### src/rtl/dae_frame_serializer.sv
// Buffers 4-sample DAE decoder frames in a small FIFO and replays them one sample per divider slot.
// Optional OUT_SAT_GAIN_EN adds a gain_sh port: saturating left shift applied when a sample is loaded.

module dae_frame_serializer #(
   parameter int unsigned DW       = 8,
   parameter int unsigned DEPTH    = 2,
   parameter int unsigned TICK_DIV = 16
) (
   input  logic          clk,
   input  logic          rst_n,
   input  logic          in_valid,
   input  logic [DW-1:0] in0,
   input  logic [DW-1:0] in1,
   input  logic [DW-1:0] in2,
   input  logic [DW-1:0] in3,
`ifdef OUT_SAT_GAIN_EN
   input  logic [1:0]    gain_sh,
`endif
   output logic          in_ready,
   output logic          out_valid,
   input  logic          out_ready,
   output logic [DW-1:0] out_sample,
   output logic          out_last,
   output logic [7:0]    drop_cnt,
   output logic [7:0]    underrun_cnt
);

   localparam int unsigned AW   = (DEPTH > 1) ? $clog2(DEPTH) : 1;
   localparam int unsigned CW   = $clog2(DEPTH + 1);
   localparam int unsigned DIVW = $clog2(TICK_DIV);
   localparam int unsigned FW   = 4 * DW;

   typedef enum logic {ST_WAIT, ST_SEND} state_t;

   state_t          state_q, state_d;
   logic [DIVW-1:0] div_q, div_d;
   logic [AW-1:0]   wr_ptr_q, wr_ptr_d, rd_ptr_q, rd_ptr_d;
   logic [CW-1:0]   count_q, count_d;
   logic [1:0]      idx_q, idx_d;
   logic            started_q, started_d;
   logic            out_valid_q, out_valid_d;
   logic [DW-1:0]   out_sample_q, out_sample_d;
   logic            out_last_q, out_last_d;
   logic            in_ready_q, in_ready_d;
   logic [7:0]      drop_q, drop_d;
   logic [7:0]      under_q, under_d;

   logic [FW-1:0]   mem_q [DEPTH];
   logic [FW-1:0]   frame_c;
   logic [DW-1:0]   head_c;
   logic [DW-1:0]   load_c;
   logic            slot_c, full_c, empty_c, hs_c, pop_c, push_c;

   assign slot_c  = (div_q == DIVW'(TICK_DIV - 1));
   assign full_c  = (count_q == CW'(DEPTH));
   assign empty_c = (count_q == '0);
   assign hs_c    = (state_q == ST_SEND) && out_ready;
   assign pop_c   = hs_c && (idx_q == 2'd3);
   assign push_c  = in_valid && (!full_c || pop_c);

   // Frame storage; in0 sits in the low lane and leaves first.
   always_ff @(posedge clk) begin
      if (push_c) begin
         mem_q[wr_ptr_q] <= {in3, in2, in1, in0};
      end
   end

   always_comb begin
      frame_c = mem_q[rd_ptr_q];
      case (idx_q)
         2'd0:    head_c = frame_c[DW-1:0];
         2'd1:    head_c = frame_c[2*DW-1:DW];
         2'd2:    head_c = frame_c[3*DW-1:2*DW];
         default: head_c = frame_c[4*DW-1:3*DW];
      endcase
   end

`ifdef OUT_SAT_GAIN_EN
   localparam int unsigned GW = DW + 3;
   logic signed [GW-1:0] wide_c, max_c, min_c;

   // Three guard bits cover the largest shift before clamping to the DW range.
   always_comb begin
      wide_c = $signed({{3{head_c[DW-1]}}, head_c}) <<< gain_sh;
      max_c  = GW'((2 ** (DW - 1)) - 1);
      min_c  = ~max_c;
      if (wide_c > max_c) begin
         load_c = max_c[DW-1:0];
      end else if (wide_c < min_c) begin
         load_c = min_c[DW-1:0];
      end else begin
         load_c = wide_c[DW-1:0];
      end
   end
`else
   assign load_c = head_c;
`endif

   // Next-state: divider, FIFO bookkeeping, counters and the WAIT/SEND sequencer.
   always_comb begin
      state_d      = state_q;
      div_d        = slot_c ? '0 : div_q + DIVW'(1);
      wr_ptr_d     = wr_ptr_q;
      rd_ptr_d     = rd_ptr_q;
      count_d      = count_q;
      idx_d        = idx_q;
      started_d    = started_q | push_c;
      out_valid_d  = out_valid_q;
      out_sample_d = out_sample_q;
      out_last_d   = out_last_q;
      drop_d       = drop_q;
      under_d      = under_q;

      if (push_c) begin
         wr_ptr_d = wr_ptr_q + AW'(1);
      end
      if (pop_c) begin
         rd_ptr_d = rd_ptr_q + AW'(1);
      end
      case ({push_c, pop_c})
         2'b10:   count_d = count_q + CW'(1);
         2'b01:   count_d = count_q - CW'(1);
         default: count_d = count_q;
      endcase
      in_ready_d = (count_d != CW'(DEPTH));

      if (in_valid && full_c && !pop_c && (drop_q != 8'hFF)) begin
         drop_d = drop_q + 8'd1;
      end

      case (state_q)
         ST_WAIT: begin
            if (slot_c) begin
               if ((idx_q != 2'd0) || !empty_c) begin
                  state_d      = ST_SEND;
                  out_valid_d  = 1'b1;
                  out_sample_d = load_c;
                  out_last_d   = (idx_q == 2'd3);
               end else if (started_q && (under_q != 8'hFF)) begin
                  under_d = under_q + 8'd1;
               end
            end
         end
         default: begin
            // A slot seen while still holding a sample is simply skipped.
            if (out_ready) begin
               state_d     = ST_WAIT;
               out_valid_d = 1'b0;
               out_last_d  = 1'b0;
               idx_d       = idx_q + 2'd1;
            end
         end
      endcase
   end

   always_ff @(posedge clk or negedge rst_n) begin
      if (!rst_n) begin
         state_q      <= ST_WAIT;
         div_q        <= '0;
         wr_ptr_q     <= '0;
         rd_ptr_q     <= '0;
         count_q      <= '0;
         idx_q        <= 2'd0;
         started_q    <= 1'b0;
         out_valid_q  <= 1'b0;
         out_sample_q <= '0;
         out_last_q   <= 1'b0;
         in_ready_q   <= 1'b1;
         drop_q       <= 8'd0;
         under_q      <= 8'd0;
      end else begin
         state_q      <= state_d;
         div_q        <= div_d;
         wr_ptr_q     <= wr_ptr_d;
         rd_ptr_q     <= rd_ptr_d;
         count_q      <= count_d;
         idx_q        <= idx_d;
         started_q    <= started_d;
         out_valid_q  <= out_valid_d;
         out_sample_q <= out_sample_d;
         out_last_q   <= out_last_d;
         in_ready_q   <= in_ready_d;
         drop_q       <= drop_d;
         under_q      <= under_d;
      end
   end

   assign in_ready     = in_ready_q;
   assign out_valid    = out_valid_q;
   assign out_sample   = out_sample_q;
   assign out_last     = out_last_q;
   assign drop_cnt     = drop_q;
   assign underrun_cnt = under_q;

endmodule

### config.mk
export PLATFORM = sky130hd
export DESIGN_NAME = dae_frame_serializer
export DESIGN_NICKNAME = d
export VERILOG_FILES = /design/src/rtl/dae_frame_serializer.sv
export SDC_FILE = /design/constraint.sdc
export NUM_CORES = 1
export LEC_CHECK = 0
export BUFFER_PORTS_ARGS = -buffer_cell sky130_fd_sc_hd__buf_2
export CORE_ASPECT_RATIO = 0.7
export CORE_MARGIN = 2
export CORE_UTILIZATION = 50
export CTS_CLUSTER_SIZE = 40
export DETAILED_ROUTE_END_ITERATION = 10
export PLACE_DENSITY = 0.76
export SLEW_MARGIN = 5
export SYNTH_ARGS = -nofsm -noshare
export SYNTH_HDL_FRONTEND = slang
export SYNTH_SLANG_ARGS = --single-unit
### constraint.sdc
create_clock -name clk -period 5.7 [get_ports clk]
set_input_delay 0.57 -clock clk [delete_from_list [all_inputs] [get_ports clk]]
set_output_delay 0.57 -clock clk [all_outputs]
set_load 0.01 [all_outputs]
==> results by group <==
Status
  • Result of the run: finished, final reports clean

Route
  • Wire length per cell: around 17 um
  • Via/cell ratio: roughly 5.5
  • Total number of vias: ~2400
  • Router iterations before antenna repair: 4
  • Detailed-route wire length: 7410 um
  • Antenna violation net count after detailed routing: 0
  • DRC viols: 0
  • Count of routing violations after the opening detailed-route iteration: roughly 230

Global route
  • Overflow after GRT: 0
  • Pin count of the biggest net entering global routing: 40
  • Wire length of the first global-routing pass: 11700 um
  • Initial antenna violation count: 0
  • Overall track demand over capacity in global routing: 0.173
  • Vias in the first global route: roughly 2400

Worst setup path
  • Critical-path cell list: inv_1 > ha_1 > nor3b_4 > nand4b_4 > nor2_1 > mux2_2
  • Longest individual stage delay on the worst path: between 0.5 and 0.6 ns
  • Slowest stage cell, crit path: sky130_fd_sc_hd__ha_1
  • Data required time at the worst endpoint: roughly 6 ns
  • Buffering stage count on the worst path with inverters included: 1
  • Type of destination of the critical path: flip-flop
  • Signal arrival time at the worst endpoint: between 2 and 3 ns
  • Critical path's top delay family: simple AND/OR/NAND/NOR gates
  • Critical path class: flip-flop to flip-flop
  • Highest fanout seen on the critical path: 17
  • Element type at the critical path start: flip-flop

Placed design
  • Weighted congestion at the end of routability-driven global placement: approximately 0.78
  • Hpwl dp: ~5000 um
  • Area post-placement: 4520 sq um
  • Place WS: 3.35 ns
  • Port Buf Inserts: between 60 and 70

Min path
  • HP Class: primary input to asynchronous set/reset pin

Synthesis
  • Post-synthesis sequential area ratio: 0.704
  • Total standard cell area after synthesis: about 4100 sq um
  • Area share of fa/ha/maj cells after synthesis: 0.0273
  • Asr flop ratio synth: 0.379
  • Gate Count Post-Synth: roughly 270
  • Share of synthesized area spent on multiplexers: 0.0474
  • Area fraction in compound gates after synthesis: 0.0783
  • Post-synthesis share of cell area spent on xor and xnor gates: 0.0425
  • Flip-flop and latch count after synthesis: between 100 and 150
  • Main combinational cell family by area after synthesis: simple AND/OR/NAND/NOR gates
  • Area contributors post-synth: sky130_fd_sc_hd__edfxtp_1 47%, sky130_fd_sc_hd__dfrtp_1 23%, sky130_fd_sc_hd__mux2i_1 3.6%
  • Most used flip-flop cell after synthesis: sky130_fd_sc_hd__edfxtp_1
  • Syn avg cell area: around 15 sq um
  • Dominant cell type by area after synthesis: sky130_fd_sc_hd__edfxtp_1
  • Number of distinct library cells after synthesis: 38
  • Yosys Warn Count: 0
  • Simple-Gate Fraction of Synth Area: 0.0808
  • Number of enable-type register cells in the synthesized netlist: 64
  • Net count after synthesis: 319
  • Proportion of netlist area held by the largest area contributor: 0.466

STA
  • Count of endpoints failing setup in the final report: 0
  • Final worst slack: 3.32 ns
  • Final critical path time including I/O delays and setup: 2.38 ns
  • Max Transition Viols Final: 0
  • Setup Total Neg Slack: 0 ns
  • Fin Clk Skew: ~0.0048 ns
  • Final number of hold-violating endpoints: 0
  • RSZ-0062 raised after global routing: no
  • Final critical-path share of the clock period: 0.418
  • Worst Tran Pin Value: roughly 1.0 ns
  • Worst-case headroom to the max-slew limit: 0.334
  • Peak clock frequency supported by timing: approximately 0.42 GHz

Pwr
  • Worst VDD drop: 0.000251 V
  • LEAKAGE: 2.00 nW
  • PnR Total Power: 2.30 mW
  • Power density over cell area: 477 nW/um^2

CTS
  • Clock tree from TritonCTS: yes
  • Insertion delay to the later sink of the worst-skew pair: 0.34 ns
  • Number of clock sinks seen by CTS: 103
  • Maximum clock insertion buffer count: 2
  • Cell at the root of the clock tree: sky130_fd_sc_hd__clkbuf_16
  • Setup Buffers After CTS: 0
  • Maximum level of the CTS H-tree: 3
  • Hold-fix buffers at CTS: 0
  • Clock buffer count from CTS: 9
  • Number of cells upsized or downsized after cts: 0
  • Clock slew seen by the registers of the worst setup and hold paths: around 0.07 ns

Cells and area
  • Layout-stage area growth over the synthesis result: 16.8%
  • Final nets: ~380
  • Fin area: around 4800 sq um
  • Antenna Diode Count: 0
  • Core utilization of the finished layout: 0.606
  • Ratio of cells with drive above 1 in the final layout: 0.256

Flow run
  • Max-cap violations: 0

Die
  • Number of standard-cell rows in the floorplan: 27
  • Horizontal die dimension: around 110 um
  • Core box area: 7940 sq um
  • Total die area: 8990 sq um
  • Io pins: 63
  • Die extent in y: roughly 80 um
  • Initial standard-cell utilization of the core: 0.519
==> registers in the layout, indices dropped and copies added, names as in the netlist, 2 cells and up <==
signal and flops:
out_sample 8, drop_cnt 8, idx_q 2, underrun_cnt 8
count_q 2, mem_q 64, div_q 4
==> synthesized netlist by cell type (6+ instances only) <==
cell type and n:
sky130_fd_sc_hd__o21ai_0 22, sky130_fd_sc_hd__xor2_1 14, sky130_fd_sc_hd__inv_1 8, sky130_fd_sc_hd__dfrtp_1 38
sky130_fd_sc_hd__nor2_1 6, sky130_fd_sc_hd__nand3_1 8, sky130_fd_sc_hd__a222oi_1 14, sky130_fd_sc_hd__mux2i_1 15
sky130_fd_sc_hd__ha_1 9, sky130_fd_sc_hd__xnor2_1 6, sky130_fd_sc_hd__edfxtp_1 64, sky130_fd_sc_hd__nand2_1 24
==> metrics by stage <==
stage          hold WS [ns]  instances
2_1_floorplan         0.274        274
3_3_place_gp          0.460        429
3_5_place_dp          0.464        429
4_1_cts               0.370        445
5_1_grt               0.401        445
6_report              0.346        445
==> final timing paths <==
check	depth (start not counted)	slack (ns)	endpoint	from
setup / recovery	6	3.32	underrun_cnt[1]	idx_q[0]
hold / removal	1	0.35	out_sample[3]	rst_n
setup reg to reg	6	3.32	underrun_cnt[1]	idx_q[0]
hold reg to reg	2	0.48	out_sample[7]	out_sample[7]
max in group asynchronous	1	4.81	out_valid	rst_n
min in group clk	1	0.42	mem_q[1][0]	in0[0]
==> power breakdown <==
group / leakage, nW / total [mW] / internal [mW] / switching (mW)
logic: 0.776 / 0.586 / 0.249 / 0.337
registers: 1.09 / 1.12 / 1.00 / 0.125
clock network: 0.136 / 0.588 / 0.338 / 0.249
==> cells by family (layout without fill, tap and decap cells) <==
family | count (synthesis) | count (layout)
multiplexers | 19 | 19
XOR/XNOR | 20 | 20
AO/OA/AOI/OAI | 45 | 45
AND/OR/NAND/NOR | 60 | 60
buffers and inverters | 18 | 88
flip-flops | 103 | 103
adder cells (fa/ha/maj) | 9 | 9
==> placed cells by master, fill, tap and decap left out, types with 2 or more instances in the layout <==
cell type	instances
sky130_fd_sc_hd__edfxtp_1	64
sky130_fd_sc_hd__buf_2	62
sky130_fd_sc_hd__dfrtp_1	38
sky130_fd_sc_hd__nand2_1	24
sky130_fd_sc_hd__o21ai_0	22
sky130_fd_sc_hd__mux2i_1	15
sky130_fd_sc_hd__xor2_1	14
sky130_fd_sc_hd__a222oi_1	14
sky130_fd_sc_hd__ha_1	9
sky130_fd_sc_hd__clkbuf_16	9
sky130_fd_sc_hd__inv_1	8
sky130_fd_sc_hd__nand3_1	8
sky130_fd_sc_hd__xnor2_1	6
sky130_fd_sc_hd__nor2_1	5
sky130_fd_sc_hd__nor4_1	4
sky130_fd_sc_hd__mux2_2	4
sky130_fd_sc_hd__nand4_1	3
sky130_fd_sc_hd__nor3_1	3
sky130_fd_sc_hd__nand2b_1	2
sky130_fd_sc_hd__a21oi_1	2
sky130_fd_sc_hd__nor3b_1	2
sky130_fd_sc_hd__a22oi_1	2
sky130_fd_sc_hd__clkinvlp_4	2
sky130_fd_sc_hd__buf_4	2
==> per-layer routing <==
metal / vias to the layer above / GRT usage / part of all wire
met4: 0 / 0.0646 / 0.017
met2: 60 / 0.275 / 0.47
met1: 1205 / 0.217 / 0.45
met3: 9 / 0.0668 / 0.060
li1: 1174 / - / -
met5: - / 0 / 0
==> worst register-to-register path, stage by stage, from the launching register on <==
cell                       delay [ns]
sky130_fd_sc_hd__dfrtp_1         0.44
sky130_fd_sc_hd__inv_1           0.11
sky130_fd_sc_hd__ha_1            0.58
sky130_fd_sc_hd__nor3b_4         0.38
sky130_fd_sc_hd__nand4b_4        0.19
sky130_fd_sc_hd__nor2_1          0.21
sky130_fd_sc_hd__mux2_2          0.35
==> area by class of cell <==
class / count / area [sq um]
fillers: 604 / 3130
flip-flops and latches: 103 / 2900
multi-input cells: 153 / 1140
repair buffers: 64 / 325
clock buffers: 10 / 229
well taps: 101 / 126
clock inverters: 6 / 62.6
inverters: 8 / 30.0
No activity file was read; power rests on OpenSTA's default activity.
